### config.mk
export PLATFORM = sky130hd
export DESIGN_NAME = sym_cn_lut_pipe_flat
export DESIGN_NICKNAME = d
export VERILOG_FILES = /design/src/rtl/sym_cn_lut_pipe_pkg.sv /design/src/rtl/sym_cn_lut_pipe_if.sv /design/src/rtl/sym_cn_lut_pipe_bank.sv /design/src/rtl/sym_cn_lut_pipe.sv /design/src/flat_wrapper.sv
export SDC_FILE = /design/constraint.sdc
export NUM_CORES = 1
export LEC_CHECK = 0
export ABC_AREA = 0
export CORE_MARGIN = 5
export CORE_UTILIZATION = 58
export DETAILED_ROUTE_END_ITERATION = 12
export HOLD_SLACK_MARGIN = 0.1
export PLACE_DENSITY = 0.8
export SLEW_MARGIN = 5
export SYNTH_ARGS = -nofsm -noshare
export SYNTH_HDL_FRONTEND = slang
export SYNTH_SLANG_ARGS = --single-unit
### constraint.sdc
create_clock -name read_clk -period 2.1 [get_ports read_clk]
set_clock_uncertainty 0.1 [all_clocks]
set_input_delay 0.21 -clock read_clk [delete_from_list [all_inputs] [get_ports read_clk]]
set_output_delay 0.21 -clock read_clk [all_outputs]
set_load 0.005 [all_outputs]
### src/rtl/sym_cn_lut_pipe_pkg.sv
// ----------------------------------------------------------------------------
// sym_cn_lut_pipe_pkg
// Shared definitions for the symmetric check-node LUT pipeline:
//   - default parameter values for the top and the interface
//   - width-derivation helpers (magnitude, entry address, page address)
//   - load FSM state encoding
// ----------------------------------------------------------------------------
package sym_cn_lut_pipe_pkg;

  localparam int DEF_QUAN_SIZE = 3;
  localparam int DEF_PORT_NUM  = 4;
  localparam int DEF_PAGE_NUM  = 2;

  // Magnitude bits of one message (sign bit stripped).
  function automatic int mag_w(input int quan_size);
    return quan_size - 1;
  endfunction

  // One LUT page is addressed by two magnitudes side by side.
  function automatic int entry_addr_w(input int quan_size);
    return 2 * (quan_size - 1);
  endfunction

  function automatic int page_addr_w(input int page_num);
    return $clog2(page_num);
  endfunction

  typedef enum logic [1:0] {
    ST_IDLE = 2'd0,
    ST_LOAD = 2'd1,
    ST_DONE = 2'd2
  } load_state_t;

endpackage

### src/rtl/sym_cn_lut_pipe_if.sv
// ----------------------------------------------------------------------------
// sym_cn_lut_pipe_if
// Bundles the read stream, the pipeline enable and the LUT load/write stream.
//   master : producer of messages and LUT contents (testbench / upstream)
//   slave  : the sym_cn_lut_pipe block
//
// Handshake semantics:
//   - Read stream has no back-pressure. A beat is taken on a rising clock edge
//     where in_valid=1 and pipe_en=1; pipe_en=0 freezes the pipeline and no
//     beat is taken. out_valid/t_c/out_page/out_err change only on edges with
//     pipe_en=1.
//   - Write stream is strict valid/ready: an entry transfers on a rising edge
//     where wr_valid=1 and wr_ready=1. wr_data must be stable while wr_valid
//     is high; wr_ready does not depend combinationally on wr_valid.
// ----------------------------------------------------------------------------
interface sym_cn_lut_pipe_if #(
  parameter int QUAN_SIZE = sym_cn_lut_pipe_pkg::DEF_QUAN_SIZE,
  parameter int PORT_NUM  = sym_cn_lut_pipe_pkg::DEF_PORT_NUM,
  parameter int PAGE_NUM  = sym_cn_lut_pipe_pkg::DEF_PAGE_NUM
);
  localparam int MAG       = QUAN_SIZE - 1;
  localparam int PAGE_ADDR = $clog2(PAGE_NUM);
  localparam int BUS_W     = PORT_NUM * QUAN_SIZE;

  // read stream
  logic [BUS_W-1:0]     y0_in;
  logic [BUS_W-1:0]     y1_in;
  logic                 in_valid;
  logic [PAGE_ADDR-1:0] rd_page;
  logic                 pipe_en;
  logic [BUS_W-1:0]     t_c;
  logic                 out_valid;
  logic [PAGE_ADDR-1:0] out_page;
  logic                 out_err;

  // load stream
  logic                 load_start;
  logic [PAGE_ADDR-1:0] load_page;
  logic                 wr_valid;
  logic [MAG-1:0]       wr_data;
  logic                 wr_ready;
  logic [PAGE_NUM-1:0]  page_valid;
  logic                 load_done;

  modport master (
    output y0_in, y1_in, in_valid, rd_page, pipe_en,
    output load_start, load_page, wr_valid, wr_data,
    input  t_c, out_valid, out_page, out_err,
    input  wr_ready, page_valid, load_done
  );

  modport slave (
    input  y0_in, y1_in, in_valid, rd_page, pipe_en,
    input  load_start, load_page, wr_valid, wr_data,
    output t_c, out_valid, out_page, out_err,
    output wr_ready, page_valid, load_done
  );

endinterface

### src/rtl/sym_cn_lut_pipe_bank.sv
// ----------------------------------------------------------------------------
// sym_cn_lut_bank
// Paged LUT storage: 2^ADDR_W entries of MAG bits, one synchronous write
// port and PORT_NUM asynchronous read ports. Storage is not reset.
// Because reads are combinational and the write commits at the clock edge,
// a read registered on the same edge as a write to that entry sees old data.
//   clk      : write clock
//   wr_en    : write strobe
//   wr_addr  : {page, entry} write address
//   wr_data  : magnitude to store
//   rd_addr  : packed read addresses, port i at [i*ADDR_W +: ADDR_W]
//   rd_data  : packed read data,     port i at [i*MAG +: MAG]
// ----------------------------------------------------------------------------
module sym_cn_lut_bank #(
  parameter int MAG      = 2,
  parameter int ADDR_W   = 5,
  parameter int PORT_NUM = 4
) (
  input  logic                       clk,
  input  logic                       wr_en,
  input  logic [ADDR_W-1:0]          wr_addr,
  input  logic [MAG-1:0]             wr_data,
  input  logic [PORT_NUM*ADDR_W-1:0] rd_addr,
  output logic [PORT_NUM*MAG-1:0]    rd_data
);
  localparam int DEPTH = 1 << ADDR_W;

  logic [MAG-1:0] mem [DEPTH];

  always_ff @(posedge clk) begin
    if (wr_en) begin
      mem[wr_addr] <= wr_data;
    end
  end

  for (genvar g = 0; g < PORT_NUM; g++) begin : g_rd
    assign rd_data[g*MAG +: MAG] = mem[rd_addr[g*ADDR_W +: ADDR_W]];
  end

endmodule

### src/rtl/sym_cn_lut_pipe.sv
// ----------------------------------------------------------------------------
// sym_cn_lut_pipe
// Two-stage check-node lookup for PORT_NUM channels sharing one paged LUT,
// plus a load engine that streams one page of LUT entries at a time.
//   read_clk  : system clock
//   rstn      : asynchronous active-low reset
//   bus       : sym_cn_lut_pipe_if.slave (read stream, pipe_en, load stream)
//   dbg_state : current load FSM state
// Stage 0 folds each message pair onto sign + two magnitudes; stage 1 looks
// the magnitudes up in the selected page. Unloaded pages return magnitude 0
// with out_err set.
// ----------------------------------------------------------------------------
module sym_cn_lut_pipe
  import sym_cn_lut_pipe_pkg::*;
#(
  parameter int QUAN_SIZE = DEF_QUAN_SIZE,
  parameter int PORT_NUM  = DEF_PORT_NUM,
  parameter int PAGE_NUM  = DEF_PAGE_NUM
) (
  input  logic             read_clk,
  input  logic             rstn,
  sym_cn_lut_pipe_if.slave bus,
  output load_state_t      dbg_state
);
  localparam int MAG        = mag_w(QUAN_SIZE);
  localparam int ENTRY_ADDR = entry_addr_w(QUAN_SIZE);
  localparam int PAGE_ADDR  = page_addr_w(PAGE_NUM);
  localparam int LUT_ADDR   = PAGE_ADDR + ENTRY_ADDR;
  localparam int BUS_W      = PORT_NUM * QUAN_SIZE;

  // ---------------- stage 0 ----------------
  logic [PORT_NUM-1:0]     sign_c;
  logic [PORT_NUM*MAG-1:0] y0m_c, y1m_c;

  logic                    s0_valid;
  logic [PAGE_ADDR-1:0]    s0_page;
  logic [PORT_NUM-1:0]     s0_sign;
  logic [PORT_NUM*MAG-1:0] s0_y0m, s0_y1m;

  // ---------------- stage 1 ----------------
  logic [PORT_NUM*LUT_ADDR-1:0] rd_addr;
  logic [PORT_NUM*MAG-1:0]      rd_data;
  logic [PORT_NUM*MAG-1:0]      mag_c;
  logic [BUS_W-1:0]             tc_c;
  logic                         page_ok;

  logic                 out_valid_q;
  logic [PAGE_ADDR-1:0] out_page_q;
  logic                 out_err_q;
  logic [BUS_W-1:0]     tc_q;

  // ---------------- load engine ----------------
  load_state_t           state_q, state_d;
  logic [ENTRY_ADDR-1:0] counter_q;
  logic [PAGE_ADDR-1:0]  load_page_q;
  logic [PAGE_NUM-1:0]   page_valid_q;
  logic                  wr_ready;
  logic                  load_done;
  logic                  wr_en;

  assign page_ok = page_valid_q[s0_page];

  for (genvar g = 0; g < PORT_NUM; g++) begin : g_ch
    logic [QUAN_SIZE-1:0] y0, y1;
    assign y0 = bus.y0_in[g*QUAN_SIZE +: QUAN_SIZE];
    assign y1 = bus.y1_in[g*QUAN_SIZE +: QUAN_SIZE];

    // Symmetry folding: y0 magnitude is always inverted, y1 magnitude only
    // when y1 is negative, so one quadrant of the table covers all inputs.
    assign sign_c[g]            = ~(y0[MAG] ^ y1[MAG]);
    assign y0m_c[g*MAG +: MAG]  = ~y0[MAG-1:0];
    assign y1m_c[g*MAG +: MAG]  = y1[MAG] ? ~y1[MAG-1:0] : y1[MAG-1:0];

    assign rd_addr[g*LUT_ADDR +: LUT_ADDR] =
      {s0_page, s0_y0m[g*MAG +: MAG], s0_y1m[g*MAG +: MAG]};
    assign mag_c[g*MAG +: MAG] = page_ok ? rd_data[g*MAG +: MAG] : '0;
    assign tc_c[g*QUAN_SIZE +: QUAN_SIZE] = {s0_sign[g], mag_c[g*MAG +: MAG]};
  end

  always_ff @(posedge read_clk or negedge rstn) begin
    if (!rstn) begin
      s0_valid <= 1'b0;
      s0_page  <= '0;
      s0_sign  <= '0;
      s0_y0m   <= '0;
      s0_y1m   <= '0;
    end else if (bus.pipe_en) begin
      s0_valid <= bus.in_valid;
      s0_page  <= bus.rd_page;
      s0_sign  <= sign_c;
      s0_y0m   <= y0m_c;
      s0_y1m   <= y1m_c;
    end
  end

  always_ff @(posedge read_clk or negedge rstn) begin
    if (!rstn) begin
      out_valid_q <= 1'b0;
      out_page_q  <= '0;
      out_err_q   <= 1'b0;
      tc_q        <= '0;
    end else if (bus.pipe_en) begin
      out_valid_q <= s0_valid;
      out_page_q  <= s0_page;
      out_err_q   <= s0_valid & ~page_ok;
      tc_q        <= tc_c;
    end
  end

  sym_cn_lut_bank #(
    .MAG      (MAG),
    .ADDR_W   (LUT_ADDR),
    .PORT_NUM (PORT_NUM)
  ) u_bank (
    .clk     (read_clk),
    .wr_en   (wr_en),
    .wr_addr ({load_page_q, counter_q}),
    .wr_data (bus.wr_data),
    .rd_addr (rd_addr),
    .rd_data (rd_data)
  );

  // Load FSM: next state and Moore outputs.
  always_comb begin
    state_d   = state_q;
    wr_ready  = 1'b0;
    load_done = 1'b0;
    case (state_q)
      ST_IDLE: begin
        if (bus.load_start) state_d = ST_LOAD;
      end
      ST_LOAD: begin
        wr_ready = 1'b1;
        // counter all-ones marks the final entry of the page
        if (bus.wr_valid && (&counter_q)) state_d = ST_DONE;
      end
      ST_DONE: begin
        load_done = 1'b1;
        state_d   = ST_IDLE;
      end
      default: state_d = ST_IDLE;
    endcase
  end

  assign wr_en = wr_ready & bus.wr_valid;

  always_ff @(posedge read_clk or negedge rstn) begin
    if (!rstn) begin
      state_q      <= ST_IDLE;
      counter_q    <= '0;
      load_page_q  <= '0;
      page_valid_q <= '0;
    end else begin
      state_q <= state_d;
      case (state_q)
        ST_IDLE: begin
          if (bus.load_start) begin
            load_page_q                  <= bus.load_page;
            counter_q                    <= '0;
            page_valid_q[bus.load_page]  <= 1'b0;
          end
        end
        ST_LOAD: begin
          if (bus.wr_valid) counter_q <= counter_q + 1'b1;
        end
        ST_DONE: begin
          page_valid_q[load_page_q] <= 1'b1;
        end
        default: ;
      endcase
    end
  end

  assign bus.t_c        = tc_q;
  assign bus.out_valid  = out_valid_q;
  assign bus.out_page   = out_page_q;
  assign bus.out_err    = out_err_q;
  assign bus.wr_ready   = wr_ready;
  assign bus.load_done  = load_done;
  assign bus.page_valid = page_valid_q;
  assign dbg_state      = state_q;

endmodule

### src/flat_wrapper.sv
// flat-port wrapper written by rule: the top's interface ports become plain ports
module sym_cn_lut_pipe_flat import sym_cn_lut_pipe_pkg::*;
#(
  parameter int QUAN_SIZE = DEF_QUAN_SIZE,
  parameter int PORT_NUM  = DEF_PORT_NUM,
  parameter int PAGE_NUM  = DEF_PAGE_NUM
)
  (read_clk, rstn, dbg_state, bus_y0_in, bus_y1_in, bus_in_valid, bus_rd_page, bus_pipe_en, bus_load_start, bus_load_page, bus_wr_valid, bus_wr_data, bus_t_c, bus_out_valid, bus_out_page, bus_out_err, bus_wr_ready, bus_page_valid, bus_load_done);
  sym_cn_lut_pipe_if #(.QUAN_SIZE(QUAN_SIZE), .PORT_NUM(PORT_NUM), .PAGE_NUM(PAGE_NUM)) bus_i ();
  input  logic read_clk;
  input  logic rstn;
  output load_state_t dbg_state;
  input wire logic [$bits(bus_i.y0_in)-1:0] bus_y0_in;
  input wire logic [$bits(bus_i.y1_in)-1:0] bus_y1_in;
  input wire logic [$bits(bus_i.in_valid)-1:0] bus_in_valid;
  input wire logic [$bits(bus_i.rd_page)-1:0] bus_rd_page;
  input wire logic [$bits(bus_i.pipe_en)-1:0] bus_pipe_en;
  input wire logic [$bits(bus_i.load_start)-1:0] bus_load_start;
  input wire logic [$bits(bus_i.load_page)-1:0] bus_load_page;
  input wire logic [$bits(bus_i.wr_valid)-1:0] bus_wr_valid;
  input wire logic [$bits(bus_i.wr_data)-1:0] bus_wr_data;
  output wire logic [$bits(bus_i.t_c)-1:0] bus_t_c;
  output wire logic [$bits(bus_i.out_valid)-1:0] bus_out_valid;
  output wire logic [$bits(bus_i.out_page)-1:0] bus_out_page;
  output wire logic [$bits(bus_i.out_err)-1:0] bus_out_err;
  output wire logic [$bits(bus_i.wr_ready)-1:0] bus_wr_ready;
  output wire logic [$bits(bus_i.page_valid)-1:0] bus_page_valid;
  output wire logic [$bits(bus_i.load_done)-1:0] bus_load_done;
  assign bus_i.y0_in = bus_y0_in;
  assign bus_i.y1_in = bus_y1_in;
  assign bus_i.in_valid = bus_in_valid;
  assign bus_i.rd_page = bus_rd_page;
  assign bus_i.pipe_en = bus_pipe_en;
  assign bus_i.load_start = bus_load_start;
  assign bus_i.load_page = bus_load_page;
  assign bus_i.wr_valid = bus_wr_valid;
  assign bus_i.wr_data = bus_wr_data;
  assign bus_t_c = bus_i.t_c;
  assign bus_out_valid = bus_i.out_valid;
  assign bus_out_page = bus_i.out_page;
  assign bus_out_err = bus_i.out_err;
  assign bus_wr_ready = bus_i.wr_ready;
  assign bus_page_valid = bus_i.page_valid;
  assign bus_load_done = bus_i.load_done;
  sym_cn_lut_pipe #(.QUAN_SIZE(QUAN_SIZE), .PORT_NUM(PORT_NUM), .PAGE_NUM(PAGE_NUM)) u_core (.read_clk(read_clk), .rstn(rstn), .bus(bus_i), .dbg_state(dbg_state));
endmodule
Word level (Yosys, flattened, before mapping) --
Memory sizes are Yosys's and may differ from the RTL's. Cells that the tools add are included.
Storage, ports and cells: bits in registers 46, bits in writable memories 64, memories 1
Memories:
- u_core.u_bank.mem | words 32, width 2, read ports 4, clocked after memory_dff 0, wr ports 1, RTL line sym_cn_lut_pipe_bank.sv:28 | logic [MAG-1:0] mem [DEPTH];
Cells by class: $add $sub $neg 1, magnitude comparators 5, eq/ne operators 5, muxes and demuxes 26, bitwise logic cells 22, reduce and logical (&&, ||, !) cells 11
Operator list (number):
- 2-bit two-way mux | 11
- 2-bit inverter | 9
- 1-bit two-way mux | 8
- 4-bit two-way mux | 2
- 2-bit one-hot mux with 2 select lines | 2
- 4-bit one-hot mux with 2 select lines | 1
- 1-bit by 2-bit less-than comparator with 1-bit output (second input constant) | 3
- 2-bit AND reduction | 3
- 1-bit inverter | 5
- 4-bit by 1-bit adder with 4-bit output (second input constant) | 1
- 2-bit inequality test (second input constant) | 2
- 4-bit AND reduction | 1
- 2-bit nonzero test | 2
- 1-bit XOR | 4
- 1-bit logical AND | 3
- 3-bit AND reduction | 1
- 1-bit bitwise AND | 2
- 2-bit bitwise AND | 1
- 1-bit demux with 1-bit select | 2
- 2-bit by 1-bit == test with 1-bit output (second input constant) | 1
- 2-bit == test (second input constant) | 1
- 1-bit greater-or-equal comparator (second input constant) | 2
- 2-bit zero test | 1
- 2-bit by 1-bit inequality test with 1-bit output (second input constant) | 1
- 2-bit OR | 1

Longest topological paths before layout --
depth in word-level cells 8, gate-level depth with buffers 8, gate-level depth less buffers 5

By module --
Synthesis repeated with hierarchy kept, for this count alone.
Unflattened totals: cells, all modules 559, area total of the unflattened synthesis 6495.0 um^2
By module, submodules not included:
- sym_cn_lut_bank | times used 1, cells each 398, area an instance 4595.7 um^2, sequential area each 1921.8 um^2
- sym_cn_lut_pipe | times used 1, cells each 161, area an instance 1899.3 um^2, sequential area each 1151.1 um^2

Worst setup path before layout --
OpenSTA, ideal clock, no wires.
path type reg-to-reg, from register u_core.s0_y1m[6], to register u_core.tc_q[10], in the netlist u_core.bus.t_c[10], library setup time 0.122 ns, arrival time 1.651 ns, required time 1.878 ns, setup slack 0.228 ns, cell stages (with the launch flop) 7, path buffers 2, path through dfrtp_1 > buf_4 > buf_2 > mux4_2 > nand2_1 > nand4_1 > a32o_1
Between the ends: longest elaborated chain between the ends 2
RTL lines:
- from (decl) | RTL line sym_cn_lut_pipe.sv:38 | logic [PORT_NUM*MAG-1:0] s0_y0m, s0_y1m;
- from (signal assigned) | RTL line sym_cn_lut_pipe.sv:92 | s0_y1m <= y1m_c;
- memory 32 x 2 bit
- 2-bit two-way mux | RTL line sym_cn_lut_pipe.sv:76 | assign mag_c[g*MAG +: MAG] = page_ok ? rd_data[g*MAG +: MAG] : '0;
- to (signal assigned) | RTL line sym_cn_lut_pipe.sv:106 | tc_q <= tc_c;
- to (decl) | RTL line sym_cn_lut_pipe.sv:50 | logic [BUS_W-1:0] tc_q;
Every way passes these cells. A chain may end at the register's enable or synchronous reset.

Worst setup path in the final report --
from register u_core.s0_y1m[1], to register u_core.tc_q[1], in the netlist u_core.bus.t_c[1]
Same word-level chain as after synthesis.

==> metrics <==
Fin. Hold Viols=0; crit path kind=reg -> reg; f_max=493 MHz; CTS Buffer Depth=2; reg2reg start=u_core.s0_y1m[1]; vias in the first global route=around 4,600; total wire length=15,700 µm; Reg2Reg Depth=4; status=finished, final reports clean; Mapped Cells=504; Leak=0.00275 µW; Ys Warns=0; first-pass GRT wire length=24,800 µm; TritonCTS clock tree=built; synthesized area per cell=12.4 µm²; Hold WC Path Type=in -> reg; Worst setup startpoint=u_core.s0_y1m[1]; DRC errors left=0; DR iter-0 viols=579; syn_nets=542; peak supply drop=720 µV; DIE WIDTH=approximately 110 µm; Hold Slack=0.263 ns; relative slew slack=0.591; Slew @ Worst Pin=0.614 ns; H-tree Lvls=3; Tmin final=about 2 ns; largest net degree at the start of global routing=between 40 and 50; most frequent cells in the layout=edfxtp_1, mux2i_1, nor2_1; Initial Util=0.585; most common cell after layout, fill and taps aside=edfxtp_1; CTS Buf Count=9; design area=7250 µm²; PD cells=817 nW/µm²; Worst Path Required=2.28 ns; R2R setup slack=0.07 ns; Critical Path End=u_core.bus.t_c[1]; root buf cell=clkbuf_8; worst skew pair latency=0.39 ns; crit share post-route=0.965; register area share after synthesis=0.491; asr flop ratio synth=0.418; synth unique cells=36; predominant post-synthesis flop cell=edfxtp_1; Die H=114 µm; final setup vio count=0; WP data arrival=about 2.2 ns; core area=10,700 µm²; die area=13,000 µm²; GRT Overall Usage=0.251; RSZ-0062 raised after global routing=no; crit path capture type=flip-flop; GPL Wtd Cong=around 0.88; postcts setup bufs=0; Rows=38; end of the worst register-to-register path=u_core.bus.t_c[1]; DR vias/cell=6.47; Antenna diodes=0; Post-Synthesis Cell Area=about 6300 µm²; FILL cells=804; P&R area growth vs syn=15.8%; DP HPWL=roughly 12,000 µm; Max Cap Viol=0; number of flops mapped to enable cells by yosys=64; DP Area=7020 µm²; worst-path fanout max=10; DRT Pass-1 Iters=6; I/O Buffers=54; layout cell share with drive strength beyond 1=0.176; CP startpoint kind=flip-flop; post-route ant nets=0; Final #Nets=600; Clock Sinks=110; flip-flop and latch count after synthesis=110; io pins=55; Pins Over Slew Limit=0; clock slew at reported path FFs=0.11 ns; wire per inst=22.2 µm; initial antenna violation count=0; DR vias=approximately 4,600; GRT overflow=0
[cell type report]
cell class / count / area [µm²] / share of cell area
Multi-Input combinational cell: 349 / 2970 / 0.410
Clock buffer: 9 / 124 / 0.0171
Inverter: 12 / 45.0 / 0.00621
Timing Repair Buffer: 80 / 774 / 0.107
Tap cell: 140 / 175 / 0.0242
Clock inverter: 7 / 85.1 / 0.0117
Sequential cell: 110 / 3080 / 0.424
[synth_stat cells (6+ instances only)]
cell type | count | area [µm²]
a221o_1 | 6 | 60.1
xnor2_1 | 13 | 114
a221oi_1 | 10 | 87.6
inv_1 | 12 | 45.0
mux4_2 | 32 | 721
buf_2 | 8 | 40.0
mux2i_1 | 57 | 571
o211ai_1 | 10 | 75.1
nand3_1 | 14 | 70.1
dfrtp_1 | 46 | 1150
nor2_1 | 55 | 206
nand2_1 | 29 | 109
mux2_2 | 23 | 259
nor2b_1 | 13 | 81.3
a211oi_1 | 6 | 45.0
a31oi_1 | 10 | 62.6
a21oi_1 | 14 | 70.1
clkbuf_1 | 17 | 63.8
o21ai_0 | 7 | 35.0
edfxtp_1 | 64 | 1920
a22oi_1 | 10 | 75.1
[critical path: stages, from the launching register on]
cell and delay, ns:
dfrtp_1 0.64, mux4_2 0.38, mux2_2 0.30, a221oi_1 0.37, o2bb2ai_1 0.13
[worst min-delay path by stage]
stage | from | end | slack [ns] | cells after the start
after floorplan | rstn | u_core.bus.out_err | -0.19 | 0
after global placement | rstn | u_core.bus.t_c[1] | 0.24 | 2
after detailed placement | rstn | u_core.s0_y0m[1] | 0.25 | 2
after CTS | bus_y0_in[7] | u_core.s0_y0m[5] | 0.26 | 2
after global routing | bus_y0_in[7] | u_core.s0_y0m[5] | 0.26 | 2
final | bus_y0_in[7] | u_core.s0_y0m[5] | 0.26 | 2
[metrics by stage]
step,total power (µW),util,cells,TNS (ns),setup slack (ns)
2_1_floorplan,3920,-,504,0,0.228
3_3_place_gp,4550,0.656,690,-0.0213,-0.0213
3_5_place_dp,4610,0.656,690,-0.0734,-0.0622
4_1_cts,5930,0.677,707,0,0.0222
5_1_grt,6220,0.678,707,0,0.0176
6_report,5920,0.678,707,0,0.0729
[flip-flops by register name, summed over array words and instances, names as in the netlist]
signal                 count
u_core.bus.out_err         1
u_core.bus.out_page        1
u_core.bus.out_valid       1
u_core.bus.page_valid      2
u_core.bus.t_c            12
u_core.counter_q           4
u_core.dbg_state           2
u_core.load_page_q         1
u_core.s0_page             1
u_core.s0_sign             4
u_core.s0_valid            1
u_core.s0_y0m              8
u_core.s0_y1m              8
u_core.u_bank.mem         64
[power by group]
group	switching, µW	total (µW)	internal (µW)
logic	855	1730	876
registers	309	2850	2550
clock network	762	1340	577
[cell families after synthesis]
kind of cell / Yosys count / share of synthesized area
XOR/XNOR: 14 / 0.0196
buffers and inverters: 45 / 0.0358
AO/OA/AOI/OAI: 88 / 0.103
AND/OR/NAND/NOR: 131 / 0.0953
adder cells (fa/ha/maj): 4 / 0.00799
multiplexers: 112 / 0.248
flip-flops: 110 / 0.491
[metal layers]
metal,vias to the layer above,global-route usage,share of wire
li1,2053,-,-
met2,217,0.412,0.49
met5,-,0,0
met3,35,0.0546,0.091
met4,0,0.0934,0.028
met1,2272,0.330,0.39
[repair_timing]
action                     in CTS  in global routing
setup endpoints to repair       2                  3
hold buffers                    1                  0
resized for setup               1                  3
hold endpoints to repair       46                  0
Power figures use the tool's default switching activity.
